$ cat config.mk
export PLATFORM = sky130hd
export DESIGN_NAME = bc_score_engine
export DESIGN_NICKNAME = d
export VERILOG_FILES = /design/src/rtl/bc_pkg.sv /design/src/rtl/bc_digit_compare.sv /design/src/rtl/bc_score_engine.sv
export SDC_FILE = /design/constraint.sdc
export NUM_CORES = 1
export LEC_CHECK = 0
export CAP_MARGIN = 30
export CORE_UTILIZATION = 39
export CTS_BUF_LIST = sky130_fd_sc_hd__clkbuf_8
export DETAILED_ROUTE_END_ITERATION = 8
export SYNTH_ARGS = -nofsm -noshare
export SYNTH_HDL_FRONTEND = slang
export SYNTH_SLANG_ARGS = --single-unit
$ cat constraint.sdc
create_clock -name clock -period 2.5 [get_ports clock]
set_clock_uncertainty 0.05 [all_clocks]
set_input_delay 0.5 -clock clock [delete_from_list [all_inputs] [get_ports clock]]
set_output_delay 0.5 -clock clock [all_outputs]
set_load 0.03 [all_outputs]
$ cat src/rtl/bc_pkg.sv
// Shared types and constants for the Bulls and Cows scoring engine.
// Digit position 0 is the most significant nibble of a 16-bit word.
package bc_pkg;
  localparam int         NUM_DIGITS = 4;
  localparam logic [3:0] DIGIT_MAX  = 4'd9;
  localparam logic [3:0] NULL_DIGIT = 4'hF;

  typedef logic [3:0] digit_t;

  typedef enum logic [1:0] {IDLE, CHECK, SCORE, DONE} state_t;

  function automatic digit_t get_digit(input logic [15:0] word, input logic [1:0] pos);
    logic [15:0] sh;
    sh = word << {pos, 2'b00};
    return sh[15:12];
  endfunction
endpackage

$ cat src/rtl/bc_digit_compare.sv
// Classifies one guess digit against the whole secret as bull, cow or neither.
module bc_digit_compare
  import bc_pkg::*;
(
  input  digit_t      digit,
  input  logic [1:0]  pos,
  input  logic [15:0] secret,
  output logic        is_bull,
  output logic        is_cow
);
  logic any_other;

  always_comb begin
    any_other = 1'b0;
    for (int j = 0; j < NUM_DIGITS; j++) begin
      if (2'(j) != pos && get_digit(secret, 2'(j)) == digit) any_other = 1'b1;
    end
    is_bull = (get_digit(secret, pos) == digit);
    // A bull takes priority so the two flags never assert together.
    is_cow  = !is_bull && any_other;
  end
endmodule

$ cat src/rtl/bc_score_engine.sv
// Scoring sequencer: legality check of the guess, then one position scored per cycle.
// All outputs come straight from registers.
module bc_score_engine
  import bc_pkg::*;
(
  input  logic        clock,
  input  logic        reset,
  input  logic        start,
  input  logic        check_only,
  input  logic [15:0] secret,
  input  logic [15:0] guess,
  output logic        busy,
  output logic        done,
  output logic        valid,
  output logic [2:0]  bulls,
  output logic [2:0]  cows,
  output logic        win
);
  state_t      state_q, state_d;
  logic [1:0]  idx_q, idx_d;
  logic [15:0] secret_q, secret_d;
  logic [15:0] guess_q, guess_d;
  logic        chk_only_q, chk_only_d;
  logic        valid_q, valid_d;
  logic [2:0]  bulls_q, bulls_d;
  logic [2:0]  cows_q, cows_d;
  logic        win_q, win_d;

  logic        legal;
  logic        is_bull, is_cow;

  bc_digit_compare u_cmp (
    .digit   (get_digit(guess_q, idx_q)),
    .pos     (idx_q),
    .secret  (secret_q),
    .is_bull (is_bull),
    .is_cow  (is_cow)
  );

  // Legal: every digit decimal and all four pairwise distinct.
  always_comb begin
    legal = 1'b1;
    for (int i = 0; i < NUM_DIGITS; i++) begin
      if (get_digit(guess_q, 2'(i)) > DIGIT_MAX) legal = 1'b0;
      for (int j = i + 1; j < NUM_DIGITS; j++) begin
        if (get_digit(guess_q, 2'(i)) == get_digit(guess_q, 2'(j))) legal = 1'b0;
      end
    end
  end

  always_comb begin
    state_d    = state_q;
    idx_d      = idx_q;
    secret_d   = secret_q;
    guess_d    = guess_q;
    chk_only_d = chk_only_q;
    valid_d    = valid_q;
    bulls_d    = bulls_q;
    cows_d     = cows_q;
    win_d      = win_q;
    case (state_q)
      IDLE: begin
        if (start) begin
          secret_d   = secret;
          guess_d    = guess;
          chk_only_d = check_only;
          valid_d    = 1'b0;
          bulls_d    = 3'd0;
          cows_d     = 3'd0;
          win_d      = 1'b0;
          state_d    = CHECK;
        end
      end
      CHECK: begin
        valid_d = legal;
        idx_d   = 2'd0;
        state_d = (!legal || chk_only_q) ? DONE : SCORE;
      end
      SCORE: begin
        if (is_bull)     bulls_d = bulls_q + 3'd1;
        else if (is_cow) cows_d  = cows_q + 3'd1;
        idx_d = idx_q + 2'd1;
        if (idx_q == 2'd3) begin
          // win is settled on entry to DONE so it is valid alongside done.
          win_d   = valid_q && (bulls_d == 3'd4);
          state_d = DONE;
        end
      end
      DONE:    state_d = IDLE;
      default: state_d = IDLE;
    endcase
  end

  always_ff @(posedge clock) begin
    if (reset) begin
      state_q    <= IDLE;
      idx_q      <= 2'd0;
      secret_q   <= 16'h0000;
      guess_q    <= 16'h0000;
      chk_only_q <= 1'b0;
      valid_q    <= 1'b0;
      bulls_q    <= 3'd0;
      cows_q     <= 3'd0;
      win_q      <= 1'b0;
    end else begin
      state_q    <= state_d;
      idx_q      <= idx_d;
      secret_q   <= secret_d;
      guess_q    <= guess_d;
      chk_only_q <= chk_only_d;
      valid_q    <= valid_d;
      bulls_q    <= bulls_d;
      cows_q     <= cows_d;
      win_q      <= win_d;
    end
  end

  assign busy  = (state_q != IDLE);
  assign done  = (state_q == DONE);
  assign valid = valid_q;
  assign bulls = bulls_q;
  assign cows  = cows_q;
  assign win   = win_q;
endmodule
==> metrics.txt <==
depth of the worst register-to-register path 9; capture instance of the worst register-to-register path cows[2]$_SDFFE_PP0P_; number of H-tree branching levels 2; Site Rows 30; count of inserted antenna diode cells 0; final-report hold violation count 0; Starting Density 40.33%; cell types with the largest area share after synthesis dfxtp_1, nand2_1, xor2_1, a21oi_1, mux4_2; max-slew violation count 0; HPWL Detailed 5123 um; Final setup viols 0; port bufs 45; worst-path maximum fanout 7; DIE WIDTH 85.59 um; Worst-path clk slew 0.09 ns; Cell variety after synth 38; warning count from the yosys run 0; unrepaired setup endpoints after global routing no; Most common cell on crit path mux2i_1; number of flip-flops and latches in the synthesized netlist 45; DR DRC count 0; transition time at the pin with the least slew margin 0.5267 ns; status completed; slack of the critical path 0.1538 ns; part of the cycle the worst path needs 93.85%; count of TritonRoute iterations in the first routing pass 4; floorplan die area 0.007326 sq mm; top-level I/O count 46; number of instances in the synthesized netlist 333; non-filler instance count after layout 468; die boundary height 85.59 um; fin nets 433; worst slew margin relative to its limit 64.89%; Detailed Route WL 6778 um; Flop pwr share 31.7%; launching point of the worst reg2reg path idx_q[1]$_SDFFE_PP0P_; total cell area at the placement stage 0.003395 sq mm; number of global-route vias before repair 2,233; most common library cell in the layout ignoring fill and taps nand2_1; slowest library cell on the worst path dfxtp_4; first-pass GRT wire length 11,150 um; achievable clock frequency 0.4262 GHz; post-detailed-route wirelength per cell 14.48 um; Net Sw Power 1358 uW; overall global routing resource usage 19.43%; average size of a mapped cell 8.184 sq um; static power due to leakage 0.001423 uW; total of max-cap violations 0; worst hold path cell count 2; crit start category register; worst supply voltage drop on vdd 329.9 uV; number of vias after detailed routing 2,418; cell count along the critical path 9; worst reg-to-reg setup slack 0.15 ns; post-synthesis to final-layout area growth 28.51%; post-synth design cell area 0.002725 sq mm; average via count per standard cell 5.167; count of routing violations after the opening detailed-route iteration 135; Largest delay share family, worst path compound AO/OA/AOI/OAI gates; clock root buffer master clkbuf_8; total overflow reported by the global router 0; remaining number of nets flagged by the antenna check after routing 0; largest net degree at the start of global routing 35; clock tree from TritonCTS done; Clock power frac 14.5%; net count after synthesis 379; routability congestion estimate from global placement 0.8766; Buf/Inv on CP 2; Post-Place Cells 460; final design instance area without fill 0.003502 sq mm; class of the most critical hold timing path reg2reg; WP data required 2.68 ns; share of power burned in combinational logic 53.8%; post-CTS setup buffer count 0; critical path endpoint category register; worst endpoint data arrival time 2.53 ns; ratio of cells with drive above 1 in the final layout 13.92%; Pwr per Cell Area 904.4 mW/mm^2; Switching Fraction 42.88%; Num CTS Buffers 5; count of hold-fix buffers inserted at cts 0; area of the core 0.006756 sq mm; critical path cell sequence buf_4, inv_1, ha_1, nor3b_1, mux2i_1, a2111oi_4, a311oi_2, a2111oi_2, mux2i_1; critical setup path kind reg2reg; Slowest Stage Delay on Critical Path 0.41 ns; P_int 1809 uW; setup slack at placement -0.02476 ns; area fraction of the dominant cell type after synthesis 33.06%; antenna violations before repair 0; Longest Clk Path Bufs 2; worst-skew pair later-pin latency 0.30 ns; post-synthesis sequential area ratio 33.06%; Synth area leader dfxtp_1; number of clock sinks seen by CTS 45; hold slack final 0.4388 ns; highest-count cells in the layout ignoring fill and taps nand2_1, clkdlybuf4s50_1, dfxtp_1; Worst Hold End cows[2]$_SDFFE_PP0P_; launch point of the worst hold path cows[2]$_SDFFE_PP0P_; clock period minus worst slack 2.346 ns
==> tightest hold or removal path: stages, from the launching register on <==
cell	delay, ns
dfxtp_1	0.33
nand2_1	0.06
mux2i_1	0.06
==> logic make-up after synthesis <==
| group | synth area share, % |
|---|---|
| flip-flops | 33.06 |
| XOR/XNOR | 13.82 |
| buffers and inverters | 5.739 |
| AND/OR/NAND/NOR | 18.73 |
| AO/OA/AOI/OAI | 13.68 |
| multiplexers | 10.38 |
| adder cells (fa/ha/maj) | 4.591 |
==> final cells by class <==
cell class | instances | area (sq um)
inverter | 10 | 37.54
multi-input combinational | 250 | 1680
timing repair buffer | 75 | 690.7
clock inverter | 3 | 18.77
fill | 672 | 3254
sequential | 45 | 905.9
clock buffer | 5 | 68.82
tap | 80 | 100.1
==> worst max-delay path by stage <==
| stage | endpoint | from |
|---|---|---|
| after floorplan | bulls[2]$_SDFFE_PP0P_ | idx_q[0]$_SDFFE_PP0P_ |
| after global placement | cows[2]$_SDFFE_PP0P_ | idx_q[1]$_SDFFE_PP0P_ |
| after detailed placement | cows[2]$_SDFFE_PP0P_ | idx_q[1]$_SDFFE_PP0P_ |
| after CTS | cows[2]$_SDFFE_PP0P_ | idx_q[1]$_SDFFE_PP0P_ |
| after global routing | cows[2]$_SDFFE_PP0P_ | idx_q[1]$_SDFFE_PP0P_ |
| final | cows[2]$_SDFFE_PP0P_ | idx_q[1]$_SDFFE_PP0P_ |
==> synthesized netlist by cell type <==
| cell | instances |
|---|---|
| dfxtp_1 | 45 |
| buf_6 | 1 |
| a22oi_1 | 2 |
| nor4_1 | 5 |
| a2111oi_2 | 1 |
| mux2i_1 | 8 |
| nor2b_1 | 1 |
| nand3_1 | 3 |
| a21o_1 | 1 |
| xnor2_1 | 19 |
| o41ai_2 | 1 |
| nand2_1 | 72 |
| a311oi_1 | 1 |
| clkbuf_1 | 21 |
| buf_2 | 4 |
| o211ai_1 | 1 |
| or3_1 | 2 |
| o31a_1 | 1 |
| and3b_1 | 1 |
| clkbuf_2 | 1 |
| o21ai_0 | 8 |
| nor3b_1 | 2 |
| and2_1 | 1 |
| nand2b_1 | 2 |
| a32o_1 | 1 |
| a2111oi_4 | 1 |
| a32oi_1 | 1 |
| xor2_1 | 24 |
| a21oi_1 | 40 |
| nand4_1 | 6 |
| nor2_1 | 20 |
| mux4_2 | 8 |
| mux2_2 | 2 |
| a211oi_1 | 1 |
| buf_1 | 1 |
| inv_1 | 10 |
| ha_1 | 10 |
| nor3_1 | 4 |
==> routing by layer <==
layer	wire length (um)	track usage, %	vias up
met2	3000	30.18	64
met1	3375	27.85	1123
li1	-	-	1225
met3	329	3.272	6
met4	73	5.303	0
met5	0	0	-
==> stage by stage <==
stage / utilization, % / setup TNS (ns) / power [uW]
detailed placement: 50.24 / -0.02476 / 2697
global route: 51.83 / 0 / 3419
finish: 51.83 / 0 / 3167
floorplan: - / 0 / 2148
CTS: 51.56 / 0 / 3163
global placement: 50.24 / 0 / 2675
==> power groups by stage <==
stage	logic [uW]	registers, uW	clock network (uW)
2_1_floorplan	1160	991	0
3_3_place_gp	1660	1010	0
3_5_place_dp	1680	1020	0
4_1_cts	1690	1000	474
5_1_grt	1910	1020	495
6_report	1700	1000	458
==> what timing repair did <==
| action | in CTS | in global routing |
|---|---|---|
| gates resized for setup | 1 | 5 |
| endpoints found under the hold margin | 0 | 0 |
| endpoints found under the setup margin | 3 | 5 |
| pin swaps | 0 | 2 |
==> registers in the layout (all words and copies together), names as in the netlist <==
signal / flops
chk_only_q: 1
valid: 1
secret_q: 16
bulls: 3
cows: 3
win: 1
guess_q: 16
state_q: 2
idx_q: 2
Power figures use the tool's default switching activity.
